--- src/rtl/dmem_bridge.sv ---
// dmem_bridge: routes core data accesses to SRAM (low half) or an MMIO block
// with a 64-bit timer, a scratch register and a byte TX FIFO (high half).
module dmem_bridge #(
  parameter int TX_DEPTH = 4,
  parameter int CW       = 3
) (
  input  logic        clk,
  input  logic        rstn,
  input  logic [15:0] dat_a,
  input  logic [3:0]  dat_we,
  input  logic [31:0] dat_wd,
  input  logic [3:0]  dat_re,
  output logic [31:0] dat_rd,
  output logic [15:0] ram_a,
  output logic [3:0]  ram_we,
  output logic [31:0] ram_wd,
  output logic [3:0]  ram_re,
  input  logic [31:0] ram_rd,
  output logic        tx_vld,
  output logic [7:0]  tx_dat,
  input  logic        tx_rdy
);
  logic          is_mmio, rd_acc, empty, full, push, pop, acc, ovf_clr;
  logic [2:0]    widx;
  logic [31:0]   rd_val, status;
  logic          sel_q, sel_d;
  logic [31:0]   mmio_rd_q, mmio_rd_d;
  logic [63:0]   mtime_q, mtime_d;
  logic [31:0]   hi_shadow_q, hi_shadow_d, scratch_q, scratch_d;
  logic [7:0]    mem_q [TX_DEPTH];
  logic [7:0]    mem_d [TX_DEPTH];
  logic [CW-2:0] rd_ptr_q, rd_ptr_d, wr_ptr_q, wr_ptr_d;
  logic [CW-1:0] cnt_q, cnt_d;
  logic          ovf_q, ovf_d;

  always_comb begin
    is_mmio = dat_a[15];
    widx    = dat_a[4:2];
    rd_acc  = is_mmio & |dat_re;
    empty   = cnt_q == '0;
    full    = cnt_q == CW'(TX_DEPTH);
    pop     = !empty & tx_rdy;
    push    = is_mmio & (widx == 3'd3) & dat_we[0];
    // a full FIFO still accepts a push when the sink frees a slot this cycle
    acc     = push & (!full | pop);
    ovf_clr = is_mmio & (widx == 3'd4) & dat_we[0] & dat_wd[3];
    status  = 32'({cnt_q, ovf_q, 1'b0, empty, full});
    rd_val  = widx == 3'd0 ? mtime_q[31:0] :
              widx == 3'd1 ? hi_shadow_q :
              widx == 3'd2 ? scratch_q :
              widx == 3'd4 ? status : 32'h0;
    sel_d       = rd_acc;
    mmio_rd_d   = rd_acc ? rd_val : 32'h0;
    mtime_d     = mtime_q + 64'd1;
    hi_shadow_d = (rd_acc & (widx == 3'd0)) ? mtime_q[63:32] : hi_shadow_q;
    scratch_d   = scratch_q;
    for (int i = 0; i < 4; i++)
      if (is_mmio & (widx == 3'd2) & dat_we[i]) scratch_d[8*i +: 8] = dat_wd[8*i +: 8];
    mem_d = mem_q;
    if (acc) mem_d[wr_ptr_q] = dat_wd[7:0];
    wr_ptr_d = wr_ptr_q + (CW-1)'(acc);
    rd_ptr_d = rd_ptr_q + (CW-1)'(pop);
    cnt_d    = cnt_q + CW'(acc) - CW'(pop);
    ovf_d    = (push & full & !pop) | (ovf_q & !ovf_clr);
  end

  always_ff @(posedge clk or negedge rstn)
    if (!rstn) begin
      sel_q       <= 1'b0;
      mmio_rd_q   <= '0;
      mtime_q     <= '0;
      hi_shadow_q <= '0;
      scratch_q   <= '0;
      mem_q       <= '{default: '0};
      rd_ptr_q    <= '0;
      wr_ptr_q    <= '0;
      cnt_q       <= '0;
      ovf_q       <= 1'b0;
    end else begin
      sel_q       <= sel_d;
      mmio_rd_q   <= mmio_rd_d;
      mtime_q     <= mtime_d;
      hi_shadow_q <= hi_shadow_d;
      scratch_q   <= scratch_d;
      mem_q       <= mem_d;
      rd_ptr_q    <= rd_ptr_d;
      wr_ptr_q    <= wr_ptr_d;
      cnt_q       <= cnt_d;
      ovf_q       <= ovf_d;
    end

  assign ram_a  = dat_a;
  assign ram_wd = dat_wd;
  assign ram_we = is_mmio ? 4'h0 : dat_we;
  assign ram_re = is_mmio ? 4'h0 : dat_re;
  assign dat_rd = sel_q ? mmio_rd_q : ram_rd;
  assign tx_vld = !empty;
  assign tx_dat = mem_q[rd_ptr_q];
endmodule

--- config.mk ---
export PLATFORM = sky130hd
export DESIGN_NAME = dmem_bridge
export DESIGN_NICKNAME = d
export VERILOG_FILES = /design/src/rtl/dmem_bridge.sv
export SDC_FILE = /design/constraint.sdc
export NUM_CORES = 1
export LEC_CHECK = 0
export CORE_ASPECT_RATIO = 1.25
export CORE_MARGIN = 2
export CORE_UTILIZATION = 30
export CTS_BUF_LIST = sky130_fd_sc_hd__clkbuf_8
export DETAILED_ROUTE_END_ITERATION = 10
export MAX_ROUTING_LAYER = met4
export PLACE_DENSITY_LB_ADDON = 0.08
export SETUP_SLACK_MARGIN = 0.3
export SYNTH_ARGS = -nofsm -noshare
export SYNTH_HDL_FRONTEND = slang
export SYNTH_SLANG_ARGS = --single-unit
--- constraint.sdc ---
create_clock -name clk -period 2.26 [get_ports clk]
set_clock_uncertainty 0.05 [all_clocks]
set_input_delay 0.678 -clock clk [delete_from_list [all_inputs] [get_ports clk]]
set_output_delay 0.678 -clock clk [all_outputs]
set_load 0.03 [all_outputs]
==> flow_results.org, run 1 <==
** Worst setup path
- For the worst flop-to-flop path, the logic depth is 7.
- Data required time of the critical path :: 1.53 ns
- Arr. time, crit path :: 1.75 ns
- The worst register-to-register path ends at mtime_q[61].
- The worst register-to-register path begins at mtime_q[16].
- The setup check on the worst reg-to-reg path leaves a slack of 0.22 ns.
- Along the worst path, the maximum fanout reaches 9.
- Element type at the critical path start :: register
- STA classifies the critical path endpoint as an output port.
- The worst setup path is of the reg -> out kind.

** Global routing
- Vias in the first global route :: 7310
- Largest net degree at the start of global routing :: 43
- In the global route stage, overall resource usage came out at 16.6%.
- The number of antenna violations at the first check in global routing is 0.
- For this run the aggregate overflow at the end of global routing stands at 0.
- Global-route wire length before repair :: 41900 µm

** Yosys
- Area share of xor/xnor cells in the synthesized design :: 6.12%
- Syn_nets :: 912
- Of the total synthesized cell area, the portion taken by full adders, half adders and majority gates is 0.600%.
- Main synth FF type :: sky130_fd_sc_hd__dfrtp_1
- Number of standard cells after synthesis :: 817
- Of the post-synthesis cell area, the part taken by muxes is 19.4%.
- The Yosys step of the flow raised 0 warnings.
- Sequential cells were found to cover 52.5% of the synthesized design area.
- Synth unique cells :: 43
- After synthesis, the largest family of logic cells by area is multiplexers.
- Synthesized-area fraction occupied by ao, oa, aoi and oai cells :: 3.11%
- Share of synthesized flip-flops with an asynchronous set or reset :: 100%
- FF+latch count, synth :: 201
- After Yosys synthesis, and, or, nand and nor cells account for 12.5% of the synthesized area.
- After synthesis the cells add up to 9590 µm².
- Synth Area per Inst :: 11.7 µm²
- Yosys mapped a number of flops with a built-in enable equal to 0.

** Finish
- With fillers left out, the area of the finished cells amounts to 14300 µm².
- # nets final :: 1174
- Cells with a size suffix above 1 make up 45.7% of the layout.
- Leaving out fill and tap cells, the most frequent cell in the layout is sky130_fd_sc_hd__dfrtp_1.
- Commonest cells after routing, fill and taps aside :: sky130_fd_sc_hd__dfrtp_1 (196), sky130_fd_sc_hd__buf_4 (101), sky130_fd_sc_hd__buf_6 (98)
- From synthesis to final layout, the design area changed by 49.3%.
- The number of antenna diodes in the final layout is 0.

** Placed design
- Timing analysis after detailed placement gives a worst setup slack of -0.445 ns.
- Placement-stage cell area :: 12000 µm²
- Number of port buffers :: 163
- Placed wire-length estimate :: 18600 µm
- Global placer's final weighted congestion :: 0.750

** Detailed routing
- Total vias in the final route :: 6905
- For this run, design rule violations remaining after detail routing come to 0.
- Number of nets still failing antenna checks after routing :: 0
- Detail-routed net length per standard cell :: 17.8 µm
- Iteration-0 DRC count of the detailed router :: 229
- Total routed wirelength :: 27000 µm
- The first TritonRoute pass finished after 4 iterations.
- Per-cell via count in the routed design :: 4.56

** Floorplan
- Initial Util :: 30.3%
- Measured along the y axis, the die boundary spans 204 µm.
- The core region is 31600 µm².
- Num ports :: 188
- The die covers 33400 µm².
- Total number of placement rows :: 73
- Die span in x :: 164 µm

** Hold path
- Number of cells on the worst hold path :: 1
- Class of the worst hold path :: reg -> reg
- HP Start :: mtime_q[63]
- Hold-critical path endpoint :: mtime_q[63]

** Clocking
- Clock net sink count :: 201
- CTS tree :: built
- In this run, CTS created clock tree buffers numbering 37.
- Clock H-tree levels :: 2
- At the later pin of the worst-skew pair, clock insertion delay measures 0.55 ns.
- Clock slew at reported path FFs :: 0.06 ns
- The root buffer cell chosen for the clock tree is sky130_fd_sc_hd__clkbuf_8.
- No sink is reached through more buffers than the 3 on the longest clock path.

** Power
- Leakage power :: 0.00715 µW
- For this design the ratio of total power to cell area is 716 nW/µm².
- The worst-case IR drop observed on VDD is 0.000464 V.
- Internal power :: 7380 µW
- Share of total power in sequential cells :: 41.3%
- Per report_power, the combinational group accounts for 24.2% of the total.
- Switching power share of the total :: 28.0%
- Switching pwr :: 2870 µW
- Clk network pwr share :: 34.4%

** STA
- Headroom to the max-slew limit came out at 68.2%.
- Number of failing hold endpoints at the final stage :: 0
- Setup-violating endpoint count in the final report :: 40
- Number of pins exceeding their max-slew limit in the final report :: 0
- Slack of the critical path :: -0.214 ns
- Dividing the final minimum period by the clock period gives 109%.
- Setup repair after global routing could not meet its margin everywhere.
- For the pin with the worst max-slew slack, the measured transition is 0.473 ns.
- Fin crit period :: 2.47 ns
- For this run, the top clock speed supported by timing is 404 MHz.

** Run
- The tool flagged a number of max-cap violations equal to 0.

** Outcome
- Result of the run :: finished, violations left
- Violated checks :: setup timing
[Yosys cell counts (2+ instances only)]
library cell               instances  area (µm²)
sky130_fd_sc_hd__nand4_1          16         100
sky130_fd_sc_hd__nor2b_1          11        68.8
sky130_fd_sc_hd__nand3b_1          3        22.5
sky130_fd_sc_hd__xnor2_1          33         289
sky130_fd_sc_hd__a21oi_1          32         160
sky130_fd_sc_hd__xor2_1           34         298
sky130_fd_sc_hd__nor3_1           12        60.1
sky130_fd_sc_hd__ha_1              3        37.5
sky130_fd_sc_hd__nor4_2            3        37.5
sky130_fd_sc_hd__o21ai_0          14        70.1
sky130_fd_sc_hd__mux2i_1          33         330
sky130_fd_sc_hd__buf_1             5        18.8
sky130_fd_sc_hd__buf_4            49         368
sky130_fd_sc_hd__nor2_1           87         327
sky130_fd_sc_hd__o22a_1            4        35.0
sky130_fd_sc_hd__nor3_2            5        50.1
sky130_fd_sc_hd__dfrtp_1         201        5030
sky130_fd_sc_hd__mux2_1            2        22.5
sky130_fd_sc_hd__nand3_1          25         125
sky130_fd_sc_hd__mux2_2          118        1330
sky130_fd_sc_hd__mux4_2            8         180
sky130_fd_sc_hd__nor4_1            7        43.8
sky130_fd_sc_hd__and4_1            4        35.0
sky130_fd_sc_hd__inv_1            13        48.8
sky130_fd_sc_hd__clkbuf_1         23        86.3
sky130_fd_sc_hd__or2_2             3        18.8
sky130_fd_sc_hd__and3_1            8        50.1
sky130_fd_sc_hd__nand2_1          41         154
sky130_fd_sc_hd__buf_2             5        25.0
sky130_fd_sc_hd__or3_1             2        12.5
[how the worst max path moves through the flow]
stage / startpoint / to / slack [ns] / depth (start not counted)
floorplan: dat_a[2] / mem_q[24] / 0.11 / 6
global placement: dat_a[4] / mem_q[31] / -0.42 / 8
detailed placement: dat_a[4] / mem_q[24] / -0.45 / 8
CTS: rd_ptr_q[0] / tx_dat[2] / -0.27 / 3
global route: rd_ptr_q[0] / tx_dat[1] / -0.30 / 3
finish: rd_ptr_q[0] / tx_dat[7] / -0.21 / 3
[critical path, stage by stage, from the launching register on]
cell and delay [ns]:
sky130_fd_sc_hd__dfrtp_1 0.37, sky130_fd_sc_hd__buf_12 0.15, sky130_fd_sc_hd__mux4_2 0.52, sky130_fd_sc_hd__buf_6 0.16
[through the flow]
| step | utilization, % | instances | TNS (ns) | hold slack [ns] | power (µW) |
|---|---|---|---|---|---|
| floorplan | - | 817 | 0 | 0.332 | 5590 |
| global placement | 38.1 | 1393 | -40.67 | 0.427 | 6460 |
| detailed placement | 38.1 | 1393 | -41.79 | 0.432 | 6480 |
| CTS | 43.2 | 1483 | -8.16 | 0.431 | 10300 |
| global route | 45.3 | 1515 | -9.63 | 0.466 | 10800 |
| finish | 45.3 | 1515 | -7.07 | 0.438 | 10300 |
[power groups by stage]
| stage | Clock, µW | Sequential, µW | Combinational, µW |
|---|---|---|---|
| after floorplan | 0 | 4230 | 1360 |
| after global placement | 0 | 4290 | 2170 |
| after detailed placement | 0 | 4290 | 2190 |
| after CTS | 3680 | 4240 | 2370 |
| after global routing | 3840 | 4290 | 2670 |
| final | 3530 | 4240 | 2490 |
[layout make-up]
type                       instances  area, µm²
sequential                       201       5040
clock inverter                    16        101
inverter                          13       48.8
timing repair buffer             306       3180
tap                              412        515
clock buffer                      47        647
fill                            2979      17300
multi-input combinational        520       4790
[state kept, by name, indices dropped and copies added (netlist names)]
name	cells
mtime_q	64
hi_shadow_q	32
mem_q	32
mmio_rd_q	32
scratch_q	32
cnt_q	3
rd_ptr_q	2
wr_ptr_q	2
ovf_q	1
sel_q	1
[kinds of logic after synthesis]
logic type	after synthesis
buffers and inverters	96
AND/OR/NAND/NOR	235
flip-flops	201
AO/OA/AOI/OAI	53
multiplexers	161
XOR/XNOR	67
adder cells (fa/ha/maj)	4
[repair_timing]
item | in CTS | in global routing
setup endpoints to repair | 207 | 112
gates resized for setup | 274 | 90
setup buffers | 21 | 30
hold buffers | 1 | 0
endpoints found under the hold margin | 21 | 0
pin swaps | 29 | 41
cloned | 5 | 2
[metal layers]
layer	vias to the layer above	share of wire, %	GRT usage (%)	routed length (µm)
li1	3332	-	-	-
met1	3389	45	22.1	12300
met2	153	48	25.7	13100
met3	31	4.4	3.00	1180
met4	0	1.7	5.51	458
met5	-	0	-	0
No activity file was read; power rests on OpenSTA's default activity.
==> run 2: changes to the inputs <==
Settings changed: CORE_MARGIN 2 to not set, DONT_BUFFER_PORTS set to 1.
==> run 2 against run 1 <==
The flow finishes with violations (hold timing, setup timing). Highest routed layer unchanged. Clock-buffer cell count shrank 1. Cell count shrank 16%. Critical path type unchanged. Flip-flop and latch count is the same. Core utilization shrank 7.1 points. Register-to-register slack is essentially flat. Setup slack gained 0.031 ns. Largest cell class unchanged.
==> flow_results.org, run 2 (synthesis results as in run 1) <==
** Finish
- Summing all non-filler instances in the final layout gives an area of 11900 µm².
- Commonest non-fill, non-tap cell in the layout :: sky130_fd_sc_hd__dfrtp_1
- Number of flip-flops under the largest register name :: 64
- Once layout is complete, the cells apart from fillers number 1277.
- The repair_antennas step left the layout with diodes totalling 0.
- Register name with the most flops :: mtime_q
- Commonest cells after routing, fill and taps aside :: sky130_fd_sc_hd__dfrtp_1 (194), sky130_fd_sc_hd__nor2_1 (77), sky130_fd_sc_hd__mux2_4 (67)
- Of the cells placed in the final design, the portion with a size suffix greater than 1 is 38.7%.
- The final layout contains 942 nets.
- Area grow syn2layout :: 24.2%

** Run
- Max-cap violations in this run came to 0.

** STA
- Fin crit period :: 2.44 ns
- At the pin with the least slew margin, the transition time is 0.637 ns.
- Dividing the final minimum period by the clock period gives 108%.
- Setup-violating endpoint count in the final report :: 40
- The worst pin sits at a relative slew slack of 57.4%.
- The final-report max-slew violation count is 0.
- Setup repair after global routing could not meet its margin everywhere.
- Smallest hold slack :: -0.208 ns
- Number of failing hold endpoints at the final stage :: 201
- Slack of the critical path :: -0.183 ns
- Timing would allow up to 409 MHz.

** Hold path
- Class of the worst hold path :: in -> async

** Outcome
- The final reports fail on hold timing, setup timing.
- The run finished, with violations left.

** Global routing
- Entering global routing, the biggest net connects 202 pins.
- Global-route wire length before repair :: 39200 µm
- Global-route usage over all layers :: 15.9%
- Antenna violations before repair :: 1
- Total grt overflow :: 0
- Vias in the first global route :: 6590

** Floorplan
- Die span in x :: 162 µm
- Once the floorplan was initialized, standard cells occupied 30.8% of the core.
- Total number of placement rows :: 72
- The die is 202 µm tall.
- The core region is 31200 µm².
- 188 I/O pins were placed.
- The floorplan step defined a die boundary enclosing 32700 µm².

** Clocking
- The clock net in this run drives a total of 201 sinks.
- Clock slew at reported path FFs :: 0.05 ns
- No sink is reached through more buffers than the 3 on the longest clock path.
- Clock tree root driver cell :: sky130_fd_sc_hd__clkbuf_8
- TritonCTS buffer count :: 38
- Clock latency at the later pin of the worst-skew pair :: 0.54 ns
- The H-tree generated during clock tree synthesis spans 2 levels.
- CTS tree :: built

** Worst setup path
- In this run the worst path has a maximum fanout of 8.
- Crit-path max cell delay :: 0.63 ns
- Data required time of the critical path :: 1.53 ns
- Arr. time, crit path :: 1.72 ns
- Critical path's slowest cell :: sky130_fd_sc_hd__mux4_2
- The critical path is of the reg -> out type.
- Grouping stages by cell kind, the critical path spends the most delay in multiplexers.
- Buffering stage count on the worst path with inverters included :: 1
- Element type at the critical path start :: register
- The signal on the critical path passes through buf_12 -> mux4_2.
- The worst setup path is captured at an output port.

** Placed design
- In this run the cell area measured after placement is 10100 µm².
- Placed cell count :: 1174
- After legalization and detailed placement, the total HPWL measured 16200 µm.
- The congestion estimate from routability-driven global placement came to 0.799.
- The count of buffers added on input and output ports is 0.
- At the placement stage, the worst setup path has a slack of 0.00876 ns.

** Detailed routing
- In this run, the number of DRC markers left after iteration 0 of detailed routing was 295.
- Detail-routed net length per standard cell :: 19.4 µm
- Summing over every cut layer, the via total after detailed routing is 6128.
- Total DRC errors in the routed layout :: 0
- In this run the remaining antenna-violating nets after routing total 0.
- The first detailed-routing pass took 4 iterations.
- Total routed wirelength :: 24700 µm
- Per-cell via count in the routed design :: 4.80

** Power
- Maximum ir drop on the vdd rail :: 0.000362 V
- In this run the static leakage power is 0.00586 µW.
- Total chip power :: 9200 µW
- Power Dens Cells :: 773 nW/µm²
## run 2: final timing paths
path,from,endpoint,slack [ns],depth (start not counted)
max reg2reg,mtime_q[0],mtime_q[62],0.21,8
max in group asynchronous,rstn,mtime_q[38],1.89,0
min reg2reg,mtime_q[63],mtime_q[63],0.41,1
min in group clk,dat_wd[28],scratch_q[28],0.24,1
min,rstn,mem_q[14],-0.21,0
max,rd_ptr_q[0],tx_dat[0],-0.18,2
## run 2: routing by layer
metal | GRT usage (%) | vias up | share of wire [%]
li1 | - | 2845 | -
met5 | - | - | 0
met1 | 20.8 | 3076 | 45
met2 | 24.5 | 167 | 48
met4 | 4.99 | 0 | 2.0
met3 | 3.47 | 40 | 5.0
## run 2: cell type report
cell class                      instances  area [µm²]
Multi-Input combinational cell        520        4790
Sequential cell                       201        5040
Clock buffer                           46         633
Timing Repair Buffer                   73         787
Inverter                               13        48.8
Clock inverter                         17        96.3
Fill cell                            3012       19300
Tap cell                              407         509
## run 2: what timing repair did
action,4_1_cts,5_1_grt
setup endpoints to repair,78,109
hold endpoints to repair,201,201
buffers inserted,25,10
pin swaps,33,26
cloned,4,1
gates resized for setup,93,56
## run 2: worst reg2reg max path, stage by stage, from the launching register on
cell                      delay [ns]
sky130_fd_sc_hd__dfrtp_1        0.41
sky130_fd_sc_hd__buf_6          0.13
sky130_fd_sc_hd__ha_4           0.13
sky130_fd_sc_hd__nand4_1        0.15
sky130_fd_sc_hd__nor4_2         0.25
sky130_fd_sc_hd__buf_4          0.23
sky130_fd_sc_hd__nand3_4        0.13
sky130_fd_sc_hd__nor4_4         0.31
sky130_fd_sc_hd__xor2_1         0.19
## run 2: where the power goes
part / switching [µW] / internal, µW
clock network: 1500 / 1940
logic: 691 / 792
registers: 275 / 4010
## run 2: stage by stage
| step | util [%] | setup TNS [ns] |
|---|---|---|
| floorplan | - | 0 |
| global placement | 32.4 | -0.0200 |
| detailed placement | 32.4 | 0 |
| CTS | 37.1 | -6.55 |
| global route | 38.2 | -7.05 |
| finish | 38.2 | -4.99 |
